## src/rtl/amds_pkg.sv

```systemverilog
// -----------------------------------------------------------------------------
// amds_pkg
//   Shared definitions for the AMDS trigger controller slice.
//   - state_e    : sequencer states
//   - CNT_W_DEF  : default width of timing config, counters and latency
//   - NUM_RX_DEF : default number of downstream UART data receivers
// -----------------------------------------------------------------------------
package amds_pkg;

  localparam int CNT_W_DEF  = 16;
  localparam int NUM_RX_DEF = 2;

  // One pass through SYNC -> DELAY -> ARM -> WAIT_DONE per accepted trigger.
  typedef enum logic [2:0] {
    ST_IDLE      = 3'd0,
    ST_SYNC      = 3'd1,
    ST_DELAY     = 3'd2,
    ST_ARM       = 3'd3,
    ST_WAIT_DONE = 3'd4
  } state_e;

endpackage : amds_pkg

```

## src/rtl/amds_trigger_ctrl_if.sv

```systemverilog
// -----------------------------------------------------------------------------
// amds_trigger_ctrl_if
//   Bundles the trigger/config inputs, the receiver handshake and the status
//   outputs of amds_trigger_ctrl.
//   Modports:
//     master : the trigger controller (drives sync_out, start_rx and status)
//     slave  : the environment (timing manager, register block, receivers)
//   Signals:
//     enable, trigger_in                       trigger acceptance
//     sync_width, rx_delay, timeout_cycles     timing config (CNT_W each)
//     rx_done[NUM_RX]                          receiver done levels
//     sync_out, start_rx[NUM_RX]               AMDS sync line, receiver start
//     busy, all_done_pulse, timed_out          sequence status
//     last_latency, counter_missed_trigger,
//     counter_timeout                          statistics (CNT_W each)
// -----------------------------------------------------------------------------
interface amds_trigger_ctrl_if
  import amds_pkg::*;
#(
  parameter int NUM_RX = NUM_RX_DEF,
  parameter int CNT_W  = CNT_W_DEF
);

  logic              enable;
  logic              trigger_in;
  logic [CNT_W-1:0]  sync_width;
  logic [CNT_W-1:0]  rx_delay;
  logic [CNT_W-1:0]  timeout_cycles;
  logic [NUM_RX-1:0] rx_done;

  logic              sync_out;
  logic [NUM_RX-1:0] start_rx;
  logic              busy;
  logic              all_done_pulse;
  logic              timed_out;
  logic [CNT_W-1:0]  last_latency;
  logic [CNT_W-1:0]  counter_missed_trigger;
  logic [CNT_W-1:0]  counter_timeout;

  modport master (
    input  enable, trigger_in, sync_width, rx_delay, timeout_cycles, rx_done,
    output sync_out, start_rx, busy, all_done_pulse, timed_out,
           last_latency, counter_missed_trigger, counter_timeout
  );

  modport slave (
    output enable, trigger_in, sync_width, rx_delay, timeout_cycles, rx_done,
    input  sync_out, start_rx, busy, all_done_pulse, timed_out,
           last_latency, counter_missed_trigger, counter_timeout
  );

endinterface : amds_trigger_ctrl_if

```

## src/rtl/amds_trigger_ctrl.sv

```systemverilog
// -----------------------------------------------------------------------------
// amds_trigger_ctrl
//   Upstream sequencer for the AMDS UART data receivers. For every accepted
//   trigger it pulses the AMDS sync line for sync_width cycles, waits rx_delay
//   cycles, broadcasts a one-cycle start_rx to all receivers and then waits for
//   every receiver's done level (optionally bounded by a watchdog).
//   Ports:
//     clk    : clock
//     rst_n  : asynchronous active-low reset
//     bus    : amds_trigger_ctrl_if.master (trigger/config in, receiver
//              handshake, status and statistics out)
//   All outputs come straight from flops.
// -----------------------------------------------------------------------------
module amds_trigger_ctrl
  import amds_pkg::*;
#(
  parameter int NUM_RX = NUM_RX_DEF,
  parameter int CNT_W  = CNT_W_DEF
) (
  input  logic                 clk,
  input  logic                 rst_n,
  amds_trigger_ctrl_if.master  bus
);

  localparam logic [CNT_W-1:0] ONE = CNT_W'(1);

  state_e            state_q, state_d;
  logic [CNT_W-1:0]  cnt_q, cnt_d;         // phase counter, reused per state
  logic [CNT_W-1:0]  lat_q, lat_d;         // trigger-to-end latency
  logic [CNT_W-1:0]  width_q, width_d;     // shadow config, frozen at accept
  logic [CNT_W-1:0]  delay_q, delay_d;
  logic [CNT_W-1:0]  tmo_q, tmo_d;
  logic              sync_q, sync_d;
  logic [NUM_RX-1:0] start_q, start_d;
  logic              busy_q, busy_d;
  logic              done_q, done_d;
  logic              timed_out_q, timed_out_d;
  logic [CNT_W-1:0]  last_lat_q, last_lat_d;
  logic [CNT_W-1:0]  missed_q, missed_d;
  logic [CNT_W-1:0]  to_cnt_q, to_cnt_d;

  // ---------------------------------------------------------------------------
  // Next-state and output logic
  // ---------------------------------------------------------------------------
  always_comb begin
    // NOTE: every variable gets a default before the case so no path leaves it
    // unassigned; a missing default here would infer a latch.
    state_d     = state_q;
    cnt_d       = cnt_q;
    lat_d       = lat_q;
    width_d     = width_q;
    delay_d     = delay_q;
    tmo_d       = tmo_q;
    sync_d      = sync_q;
    start_d     = '0;          // start_rx is a pulse: low unless set below
    busy_d      = busy_q;
    done_d      = 1'b0;        // all_done_pulse is a pulse as well
    timed_out_d = timed_out_q;
    last_lat_d  = last_lat_q;
    missed_d    = missed_q;
    to_cnt_d    = to_cnt_q;

    // Any trigger outside IDLE is dropped and counted, including the cycle in
    // which the sequence completes (the FSM is still in WAIT_DONE then).
    if (state_q != ST_IDLE && bus.trigger_in) begin
      missed_d = missed_q + ONE;
    end

    // Latency saturates rather than wrapping so a stuck sequence reads as max.
    if (busy_q && lat_q != '1) begin
      lat_d = lat_q + ONE;
    end

    unique case (state_q)
      ST_IDLE: begin
        if (bus.enable && bus.trigger_in) begin
          width_d = (bus.sync_width == '0) ? ONE : bus.sync_width;
          delay_d = bus.rx_delay;
          tmo_d   = bus.timeout_cycles;
          cnt_d   = '0;
          lat_d   = '0;
          sync_d  = 1'b1;
          busy_d  = 1'b1;
          state_d = ST_SYNC;
        end
      end

      ST_SYNC: begin
        if (cnt_q == width_q - ONE) begin
          sync_d  = 1'b0;
          cnt_d   = '0;
          state_d = ST_DELAY;
        end else begin
          cnt_d = cnt_q + ONE;
        end
      end

      ST_DELAY: begin
        if (cnt_q == delay_q) begin
          start_d = '1;
          cnt_d   = '0;
          state_d = ST_ARM;
        end else begin
          cnt_d = cnt_q + ONE;
        end
      end

      // start_rx is high during this cycle; receivers drop done on the edge
      // that ends it, so rx_done is stale here and deliberately not looked at.
      ST_ARM: begin
        state_d = ST_WAIT_DONE;
      end

      ST_WAIT_DONE: begin
        if (&bus.rx_done) begin
          // Done has priority over a watchdog expiring in the same cycle.
          done_d      = 1'b1;
          timed_out_d = 1'b0;
          last_lat_d  = lat_q;
          busy_d      = 1'b0;
          state_d     = ST_IDLE;
        end else if (tmo_q != '0 && cnt_q == tmo_q - ONE) begin
          done_d      = 1'b1;
          timed_out_d = 1'b1;
          to_cnt_d    = to_cnt_q + ONE;
          last_lat_d  = lat_q;
          busy_d      = 1'b0;
          state_d     = ST_IDLE;
        end else begin
          cnt_d = cnt_q + ONE;
        end
      end

      default: begin
        state_d = ST_IDLE;
      end
    endcase
  end

  // ---------------------------------------------------------------------------
  // State register
  // ---------------------------------------------------------------------------
  // NOTE: the shadow config is reset along with everything else; it is a
  // handful of flops, not a memory, and a defined value keeps lint and
  // equivalence checks quiet.
  always_ff @(posedge clk or negedge rst_n) begin
    if (!rst_n) begin
      state_q     <= ST_IDLE;
      cnt_q       <= '0;
      lat_q       <= '0;
      width_q     <= '0;
      delay_q     <= '0;
      tmo_q       <= '0;
      sync_q      <= 1'b0;
      start_q     <= '0;
      busy_q      <= 1'b0;
      done_q      <= 1'b0;
      timed_out_q <= 1'b0;
      last_lat_q  <= '0;
      missed_q    <= '0;
      to_cnt_q    <= '0;
    end else begin
      // NOTE: non-blocking assignments so every flop samples the pre-edge
      // values computed above, independent of statement order.
      state_q     <= state_d;
      cnt_q       <= cnt_d;
      lat_q       <= lat_d;
      width_q     <= width_d;
      delay_q     <= delay_d;
      tmo_q       <= tmo_d;
      sync_q      <= sync_d;
      start_q     <= start_d;
      busy_q      <= busy_d;
      done_q      <= done_d;
      timed_out_q <= timed_out_d;
      last_lat_q  <= last_lat_d;
      missed_q    <= missed_d;
      to_cnt_q    <= to_cnt_d;
    end
  end

  assign bus.sync_out               = sync_q;
  assign bus.start_rx               = start_q;
  assign bus.busy                   = busy_q;
  assign bus.all_done_pulse         = done_q;
  assign bus.timed_out              = timed_out_q;
  assign bus.last_latency           = last_lat_q;
  assign bus.counter_missed_trigger = missed_q;
  assign bus.counter_timeout        = to_cnt_q;

endmodule : amds_trigger_ctrl

```

## src/flat_wrapper.sv

```systemverilog
// flat-port wrapper written by rule: the top's interface ports become plain ports
module amds_trigger_ctrl_flat import amds_pkg::*;
#(
  parameter int NUM_RX = NUM_RX_DEF,
  parameter int CNT_W  = CNT_W_DEF
)
  (clk, rst_n, bus_enable, bus_trigger_in, bus_sync_width, bus_rx_delay, bus_timeout_cycles, bus_rx_done, bus_sync_out, bus_start_rx, bus_busy, bus_all_done_pulse, bus_timed_out, bus_last_latency, bus_counter_missed_trigger, bus_counter_timeout);
  amds_trigger_ctrl_if #(.NUM_RX(NUM_RX), .CNT_W(CNT_W)) bus_i ();
  input  logic clk;
  input  logic rst_n;
  input wire logic [$bits(bus_i.enable)-1:0] bus_enable;
  input wire logic [$bits(bus_i.trigger_in)-1:0] bus_trigger_in;
  input wire logic [$bits(bus_i.sync_width)-1:0] bus_sync_width;
  input wire logic [$bits(bus_i.rx_delay)-1:0] bus_rx_delay;
  input wire logic [$bits(bus_i.timeout_cycles)-1:0] bus_timeout_cycles;
  input wire logic [$bits(bus_i.rx_done)-1:0] bus_rx_done;
  output wire logic [$bits(bus_i.sync_out)-1:0] bus_sync_out;
  output wire logic [$bits(bus_i.start_rx)-1:0] bus_start_rx;
  output wire logic [$bits(bus_i.busy)-1:0] bus_busy;
  output wire logic [$bits(bus_i.all_done_pulse)-1:0] bus_all_done_pulse;
  output wire logic [$bits(bus_i.timed_out)-1:0] bus_timed_out;
  output wire logic [$bits(bus_i.last_latency)-1:0] bus_last_latency;
  output wire logic [$bits(bus_i.counter_missed_trigger)-1:0] bus_counter_missed_trigger;
  output wire logic [$bits(bus_i.counter_timeout)-1:0] bus_counter_timeout;
  assign bus_i.enable = bus_enable;
  assign bus_i.trigger_in = bus_trigger_in;
  assign bus_i.sync_width = bus_sync_width;
  assign bus_i.rx_delay = bus_rx_delay;
  assign bus_i.timeout_cycles = bus_timeout_cycles;
  assign bus_i.rx_done = bus_rx_done;
  assign bus_sync_out = bus_i.sync_out;
  assign bus_start_rx = bus_i.start_rx;
  assign bus_busy = bus_i.busy;
  assign bus_all_done_pulse = bus_i.all_done_pulse;
  assign bus_timed_out = bus_i.timed_out;
  assign bus_last_latency = bus_i.last_latency;
  assign bus_counter_missed_trigger = bus_i.counter_missed_trigger;
  assign bus_counter_timeout = bus_i.counter_timeout;
  amds_trigger_ctrl #(.NUM_RX(NUM_RX), .CNT_W(CNT_W)) u_core (.clk(clk), .rst_n(rst_n), .bus(bus_i));
endmodule
```

## config.mk

```make
export PLATFORM = sky130hd
export DESIGN_NAME = amds_trigger_ctrl_flat
export DESIGN_NICKNAME = d
export VERILOG_FILES = /design/src/rtl/amds_pkg.sv /design/src/rtl/amds_trigger_ctrl_if.sv /design/src/rtl/amds_trigger_ctrl.sv /design/src/flat_wrapper.sv
export SDC_FILE = /design/constraint.sdc
export NUM_CORES = 1
export LEC_CHECK = 0
export ABC_CLOCK_PERIOD_IN_PS = 6100
export CORE_AREA = 2 2 120 122
export DETAILED_ROUTE_END_ITERATION = 10
export DIE_AREA = 0 0 122 124
export GPL_ROUTABILITY_DRIVEN = 0
export PLACE_DENSITY = 0.78
export SLEW_MARGIN = 20
export SYNTH_ARGS = -nofsm -noshare
export SYNTH_HDL_FRONTEND = slang
export SYNTH_SLANG_ARGS = --single-unit
```

## constraint.sdc

```tcl
create_clock -name clk -period 6.1 [get_ports clk]
set_input_delay 1.22 -clock clk [delete_from_list [all_inputs] [get_ports clk]]
set_output_delay 1.22 -clock clk [all_outputs]
set_load 0.05 [all_outputs]
```

==> results of run 1 <==
==> per-stage QoR <==
stage / setup slack, ns / area [um2]
floorplan: 2.78 / 7270
global placement: 2.46 / 8400
detailed placement: 2.32 / 8400
CTS: 2.30 / 9010
global route: 1.95 / 9020
finish: 2.31 / 9020
==> cell usage after synthesis, types with 5 or more instances <==
master,count
o21ai_0,26
and3_1,14
nand2b_1,5
or3_1,9
nor3_1,14
nor2_1,41
xnor2_1,57
mux2_4,7
xor2_1,37
clkbuf_1,35
nor4_1,17
or2_2,5
mux2_2,53
buf_2,5
or4_1,5
o211ai_1,18
dfrtp_1,136
inv_1,18
nand4_1,17
a21oi_1,13
nand3_1,23
ha_1,7
nand2_1,60
==> kinds of logic (layout without fill, tap and decap cells) <==
kind of cell | Yosys count | after routing | share of synthesized area (%)
AND/OR/NAND/NOR | 237 | 237 | 17.2
flip-flops | 136 | 136 | 46.8
buffers and inverters | 64 | 162 | 3.85
XOR/XNOR | 94 | 94 | 11.3
multiplexers | 62 | 62 | 9.93
adder cells (fa/ha/maj) | 7 | 7 | 1.20
AO/OA/AOI/OAI | 102 | 102 | 9.65
==> sequential cells by signal, indices dropped and copies added, names as in the netlist <==
name / cells
u_core.bus.start_rx: 1
u_core.bus.sync_out: 1
u_core.bus.all_done_pulse: 1
u_core.width_q: 16
u_core.delay_q: 16
u_core.cnt_q: 16
u_core.bus.last_latency: 16
u_core.bus.counter_missed_trigger: 16
u_core.bus.busy: 1
u_core.bus.counter_timeout: 16
u_core.lat_q: 16
u_core.state_q: 3
u_core.tmo_q: 16
u_core.bus.timed_out: 1
==> layer usage <==
metal | up-vias | wire length, um
met5 | - | 0
met4 | 0 | 499
met3 | 44 | 1070
met2 | 214 | 8490
met1 | 2886 | 7410
li1 | 2676 | -
==> cell type report <==
| class | instances | area [um2] |
|---|---|---|
| Clock buffer | 23 | 478 |
| Clock inverter | 9 | 139 |
| Fill cell | 1084 | 4700 |
| Inverter | 18 | 67.6 |
| Multi-Input combinational cell | 502 | 3590 |
| Sequential cell | 136 | 3400 |
| Tap cell | 180 | 225 |
| Timing Repair Buffer | 112 | 1110 |
==> report_power, final <==
part | leakage (nW) | internal, mW | total, mW | switching, mW
combinational | 1.67 | 0.668 | 1.38 | 0.716
sequential | 1.73 | 1.19 | 1.66 | 0.471
clock | 0.291 | 0.678 | 1.07 | 0.393
total | 3.69 | 2.53 | 4.11 | 1.58
==> final timing paths <==
check                                                                   from                                                end  slack, ns  depth (start not counted)
min in group asynchronous                                              rst_n                        u_core.tmo_q[2]$_DFFE_PN0P_       0.87                          1
max                                              u_core.tmo_q[0]$_DFFE_PN0P_             u_core.bus.last_latency[1]$_DFFE_PN0P_       2.31                         10
max in group asynchronous                                              rst_n                     u_core.width_q[13]$_DFFE_PN0P_       4.08                          2
min                        u_core.bus.counter_missed_trigger[15]$_DFFE_PN0P_  u_core.bus.counter_missed_trigger[15]$_DFFE_PN0P_       0.46                          1
min reg2reg                u_core.bus.counter_missed_trigger[15]$_DFFE_PN0P_  u_core.bus.counter_missed_trigger[15]$_DFFE_PN0P_       0.46                          1
max reg2reg                                      u_core.tmo_q[0]$_DFFE_PN0P_             u_core.bus.last_latency[1]$_DFFE_PN0P_       2.31                         10
==> worst register-to-register path, delay by kind of cell (launching register included) <==
kind / cells / cell delay (ns)
AND/OR/NAND/NOR: 5 / 2.11
multiplexers: 1 / 0.43
flip-flops: 1 / 0.42
AO/OA/AOI/OAI: 2 / 0.36
adder cells (fa/ha/maj): 1 / 0.24
buffers and inverters: 1 / 0.12
==> impl_metrics.tcl, run 1 <==
set metrics [dict create \
    dp.cells 948 \
    cp.required_ns 6.41 \
    synth_warnings 0 \
    hold_buffers 0 \
    hold_ws_ns 0.464 \
    syn_to_final_growth_pct 24.0 \
    synth_seq_cells 136 \
    critPathKind "flop to flop" \
    grt_max_degree 88 \
    wl_mm 17.5 \
    syn_inst 702 \
    final_layout_size_suffix_gt1_share_pct 14.0 \
    tightest_slew_ns 0.934 \
    first_global_vias 5888 \
    rsz0062_at_grt "false" \
    grt_util_met2_pct 38.8 \
    cts_setup_buffers 0 \
    wl_per_cell_um 17.8 \
    numCtsBuffers 17 \
    p_per_area_nw_per_um2 456 \
    syn_area_um2 7270 \
    netlist_top_cells_area "dfrtp_1 47%, mux2_2 8.2%, xnor2_1 6.9%" \
    core_area_um2 13700 \
    fin_util_pct 65.7 \
    async_flop_share_pct 100 \
    fin_tns_setup_ns 0 \
    min_path_type "flop to flop" \
    post-route-min-period_ns 3.79 \
    port_buffers 107 \
    max_slew_margin_pct 37.8 \
    nNetsFinal 848 \
    ir_drop_uv 242 \
    ios 108 \
    met3_usage_pct 4.81 \
    finalSetupViolCount 0 \
    critical_path.cell_chain "inv_1 > ha_1 > or3b_2 > or4_4 > and4b_1 > o22ai_2 > nor4_4 > a21oi_1 > or2_1 > mux2_2" \
    clock_latency_ns 0.43 \
    dieArea_um2 15100 \
    first_pass_iters 5 \
    skew_ns 0.00838 \
    grt_pass1_wl_mm 28.5 \
    antenna_found_initial 0 \
    outcome "finished, final reports clean" \
    path_buf_inv 1 \
    ctsResizeCount 0 \
    use_met1_pct 31.1 \
    max_freq_mhz 264 \
    final_common_cell "dfrtp_1" \
    ant_nets 0 \
    avgSynthCellArea_um2 10.4 \
    max_cap_viol_count 0 \
    slew_viol_final 0 \
    leakage_nw 3.69 \
    critical_path.startpoint_type "flop" \
    fp.dieW_um 122 \
    ys_seq_area_share_pct 46.8 \
    h-tree-depth 4 \
    diodes 0 \
    overflow 0 \
    cts_tree "done" \
    drc_errors 0 \
    fp.dieH_um 124 \
    period_share_pct 62.1 \
    syn_nets 763 \
    initial_utilization_pct 53.0 \
    yosysUniqueCellTypes 66 \
    crit_path_max_incr_delay_ns 0.73 \
    synth_edf_count 0 \
    cts.sinks 136 \
    row_count 43 \
    avgViaCountPerCell 5.94 \
    layout_common_cells "136 x dfrtp_1, 106 x clkdlybuf4s50_1, 60 x nand2_1, 57 x xnor2_1, 53 x mux2_2" \
    cp_max_fo 19 \
    hold_viol_final 0 \
    track_usage_pct 24.1 \
    final_cells 980 \
    cp-end-kind "flop" \
    vias 5820 \
    hpwl_mm 12.2 \
    cts-root-buf "clkbuf_16" \
    synth.top_cell.area_share_pct 46.8 \
    clkSlewWorstSetupHoldPaths_ns 0.06 \
    crit_arrival_ns 4.10 \
    power.total_mw 4.11 \
    busiest_layer "met2" \
    slowest_stage "or2_1" \
    cts_buffer_depth 2 \
    yosysTopAreaCell "dfrtp_1" \
    synth_ff_type "dfrtp_1" \
    crit_family "simple AND/OR/NAND/NOR gates" \
    drt_iter0_drc 500 \
]
Note: power is estimated with default switching activity, not from simulation.
==> run 2: changes to the inputs <==
--- a/config.mk
+++ b/config.mk
@@ -5,7 +5,7 @@
 export SDC_FILE = /design/constraint.sdc
 export NUM_CORES = 1
 export LEC_CHECK = 0
-export ABC_CLOCK_PERIOD_IN_PS = 6100
+export ABC_CLOCK_PERIOD_IN_PS = 3600
 export CORE_AREA = 2 2 120 122
 export DETAILED_ROUTE_END_ITERATION = 10
 export DIE_AREA = 0 0 122 124
==> constraint.sdc (replaced) <==
create_clock -name clk -period 3.6 [get_ports clk]
set_input_delay 0.72 -clock clk [delete_from_list [all_inputs] [get_ports clk]]
set_output_delay 0.72 -clock clk [all_outputs]
set_load 0.05 [all_outputs]
==> impl_metrics.tcl, run 2 (synthesis gave the netlist of run 1 again) <==
set metrics [dict create \
    nNetsFinal 858 \
    layout_common_cells "136 x dfrtp_1, 106 x clkdlybuf4s50_1, 60 x nand2_1, 57 x xnor2_1, 53 x mux2_2" \
    use_met1_pct 31.1 \
    power.internal_mw 4.43 \
    cts_buffer_depth 2 \
    ir_drop_uv 390 \
    min_path_type "input port to asynchronous set/reset pin" \
    antenna_found_initial 0 \
    overflow 0 \
    cp.required_ns 3.95 \
    rsz0062_at_grt "true" \
    p_clk_share_pct 26.7 \
    power_switching_mw 2.69 \
    cts-root-buf "clkbuf_16" \
    timing.final.ws_setup_ns 0.154 \
    cp-end-kind "flop" \
    final_cells 989 \
    switching_share_pct 37.8 \
    max_slew_margin_pct 31.7 \
    fp.dieH_um 124 \
    core_area_um2 13700 \
    hpwl_mm 12.3 \
    row_count 43 \
    hold_ws_ns 0.263 \
    fp.dieW_um 122 \
    busiest_layer "met2" \
    max_freq_mhz 290 \
    ios 108 \
    slew_viol_final 0 \
    cp_max_fo 12 \
    pwr-share-seq_pct 39.1 \
    grt_max_degree 53 \
    dieArea_um2 15100 \
    h-tree-depth 4 \
    final_layout_size_suffix_gt1_share_pct 15.3 \
    clock_latency_ns 0.43 \
    clkSlewWorstSetupHoldPaths_ns 0.06 \
    first_global_vias 5783 \
    track_usage_pct 24.0 \
    post-route-min-period_ns 3.45 \
    drc_errors 0 \
    max_cap_viol_count 0 \
    dp.cells 958 \
    fin_tns_setup_ns 0 \
    ant_nets 0 \
    avgViaCountPerCell 5.87 \
    skew_ns 0.00853 \
    num-fill-cells 1051 \
    grt_util_met2_pct 39.4 \
    cts_tree "done" \
    initial_utilization_pct 53.0 \
    first_pass_iters 5 \
    syn_to_final_growth_pct 25.8 \
    tightest_slew_ns 1.02 \
    crit_arrival_ns 3.80 \
    met3_usage_pct 5.49 \
    final_common_cell "dfrtp_1" \
    power.total_mw 7.12 \
    port_buffers 107 \
    leakage_nw 3.78 \
    outcome "finished, final reports clean" \
    diodes 0 \
    finalSetupViolCount 0 \
    place_ws_ns 0.137 \
    p_per_area_nw_per_um2 778 \
    critPathKind "flop to flop" \
    numCtsBuffers 17 \
    wl_per_cell_um 17.6 \
    p_comb_share_pct 34.2 \
    drt_iter0_drc 476 \
    cts.sinks 136 \
    vias 5804 \
    grt_pass1_wl_mm 28.4 \
    period_share_pct 95.7 \
    hold_viol_final 0 \
    critical_path.startpoint_type "flop" \
    wl_mm 17.4 \
]
==> run 2: path summary, 6_finish.rpt <==
check / cells past startpoint / start / to / slack (ns)
max in group asynchronous: 2 / rst_n / u_core.bus.last_latency[6]$_DFFE_PN0P_ / 2.61
hold / removal: 1 / rst_n / u_core.tmo_q[2]$_DFFE_PN0P_ / 0.26
setup / recovery: 10 / u_core.tmo_q[0]$_DFFE_PN0P_ / u_core.bus.counter_timeout[4]$_DFFE_PN0P_ / 0.15
hold reg to reg: 1 / u_core.bus.counter_missed_trigger[15]$_DFFE_PN0P_ / u_core.bus.counter_missed_trigger[15]$_DFFE_PN0P_ / 0.46
min in group clk: 1 / u_core.bus.counter_missed_trigger[15]$_DFFE_PN0P_ / u_core.bus.counter_missed_trigger[15]$_DFFE_PN0P_ / 0.46
setup reg to reg: 10 / u_core.tmo_q[0]$_DFFE_PN0P_ / u_core.bus.counter_timeout[4]$_DFFE_PN0P_ / 0.15
==> run 2: through the flow <==
step	util (%)	area [um2]
final	66.7	9150
after global routing	66.7	9150
after CTS	66.5	9130
after detailed placement	61.8	8480
after global placement	61.8	8480
after floorplan	-	7270
==> run 2: area by class of cell <==
type | count | area (um2) | area share [%]
tap | 180 | 225 | 2.46
clock inverter | 11 | 196 | 2.15
inverter | 18 | 67.6 | 0.738
timing repair buffer | 122 | 1190 | 13.0
sequential | 136 | 3400 | 37.2
clock buffer | 20 | 447 | 4.88
multi-input combinational | 502 | 3620 | 39.5
==> run 2: routing by layer <==
metal | up-vias | part of all wire [%] | routed length, um
met2 | 233 | 49 | 8420
met3 | 42 | 6.3 | 1090
met4 | 0 | 2.1 | 373
met1 | 2824 | 43 | 7470
met5 | - | 0 | 0
li1 | 2705 | - | -
==> run 2: power by group through the flow <==
stage | combinational [mW] | clock [mW] | sequential [mW]
after floorplan | 1.83 | 0 | 2.59
after global placement | 2.27 | 0 | 2.74
after detailed placement | 2.38 | 0 | 2.78
after CTS | 2.41 | 1.93 | 2.76
after global routing | 2.66 | 2.00 | 2.87
final | 2.44 | 1.90 | 2.78
==> run 2: worst max-delay path: stages (launching register included) <==
cell and delay, ns:
dfrtp_1 0.41, inv_1 0.12, ha_1 0.23, or3b_2 0.51
buf_4 0.19, o41ai_1 0.39, nand4_1 0.32, nor4_4 0.33
and2_1 0.45, and4_1 0.27, xor2_1 0.16
==> run 2: what timing repair did <==
item	4_1_cts	5_1_grt
hold buffers	0	0
gates resized for setup	0	5
setup buffers	0	0
endpoints found under the setup margin	0	25
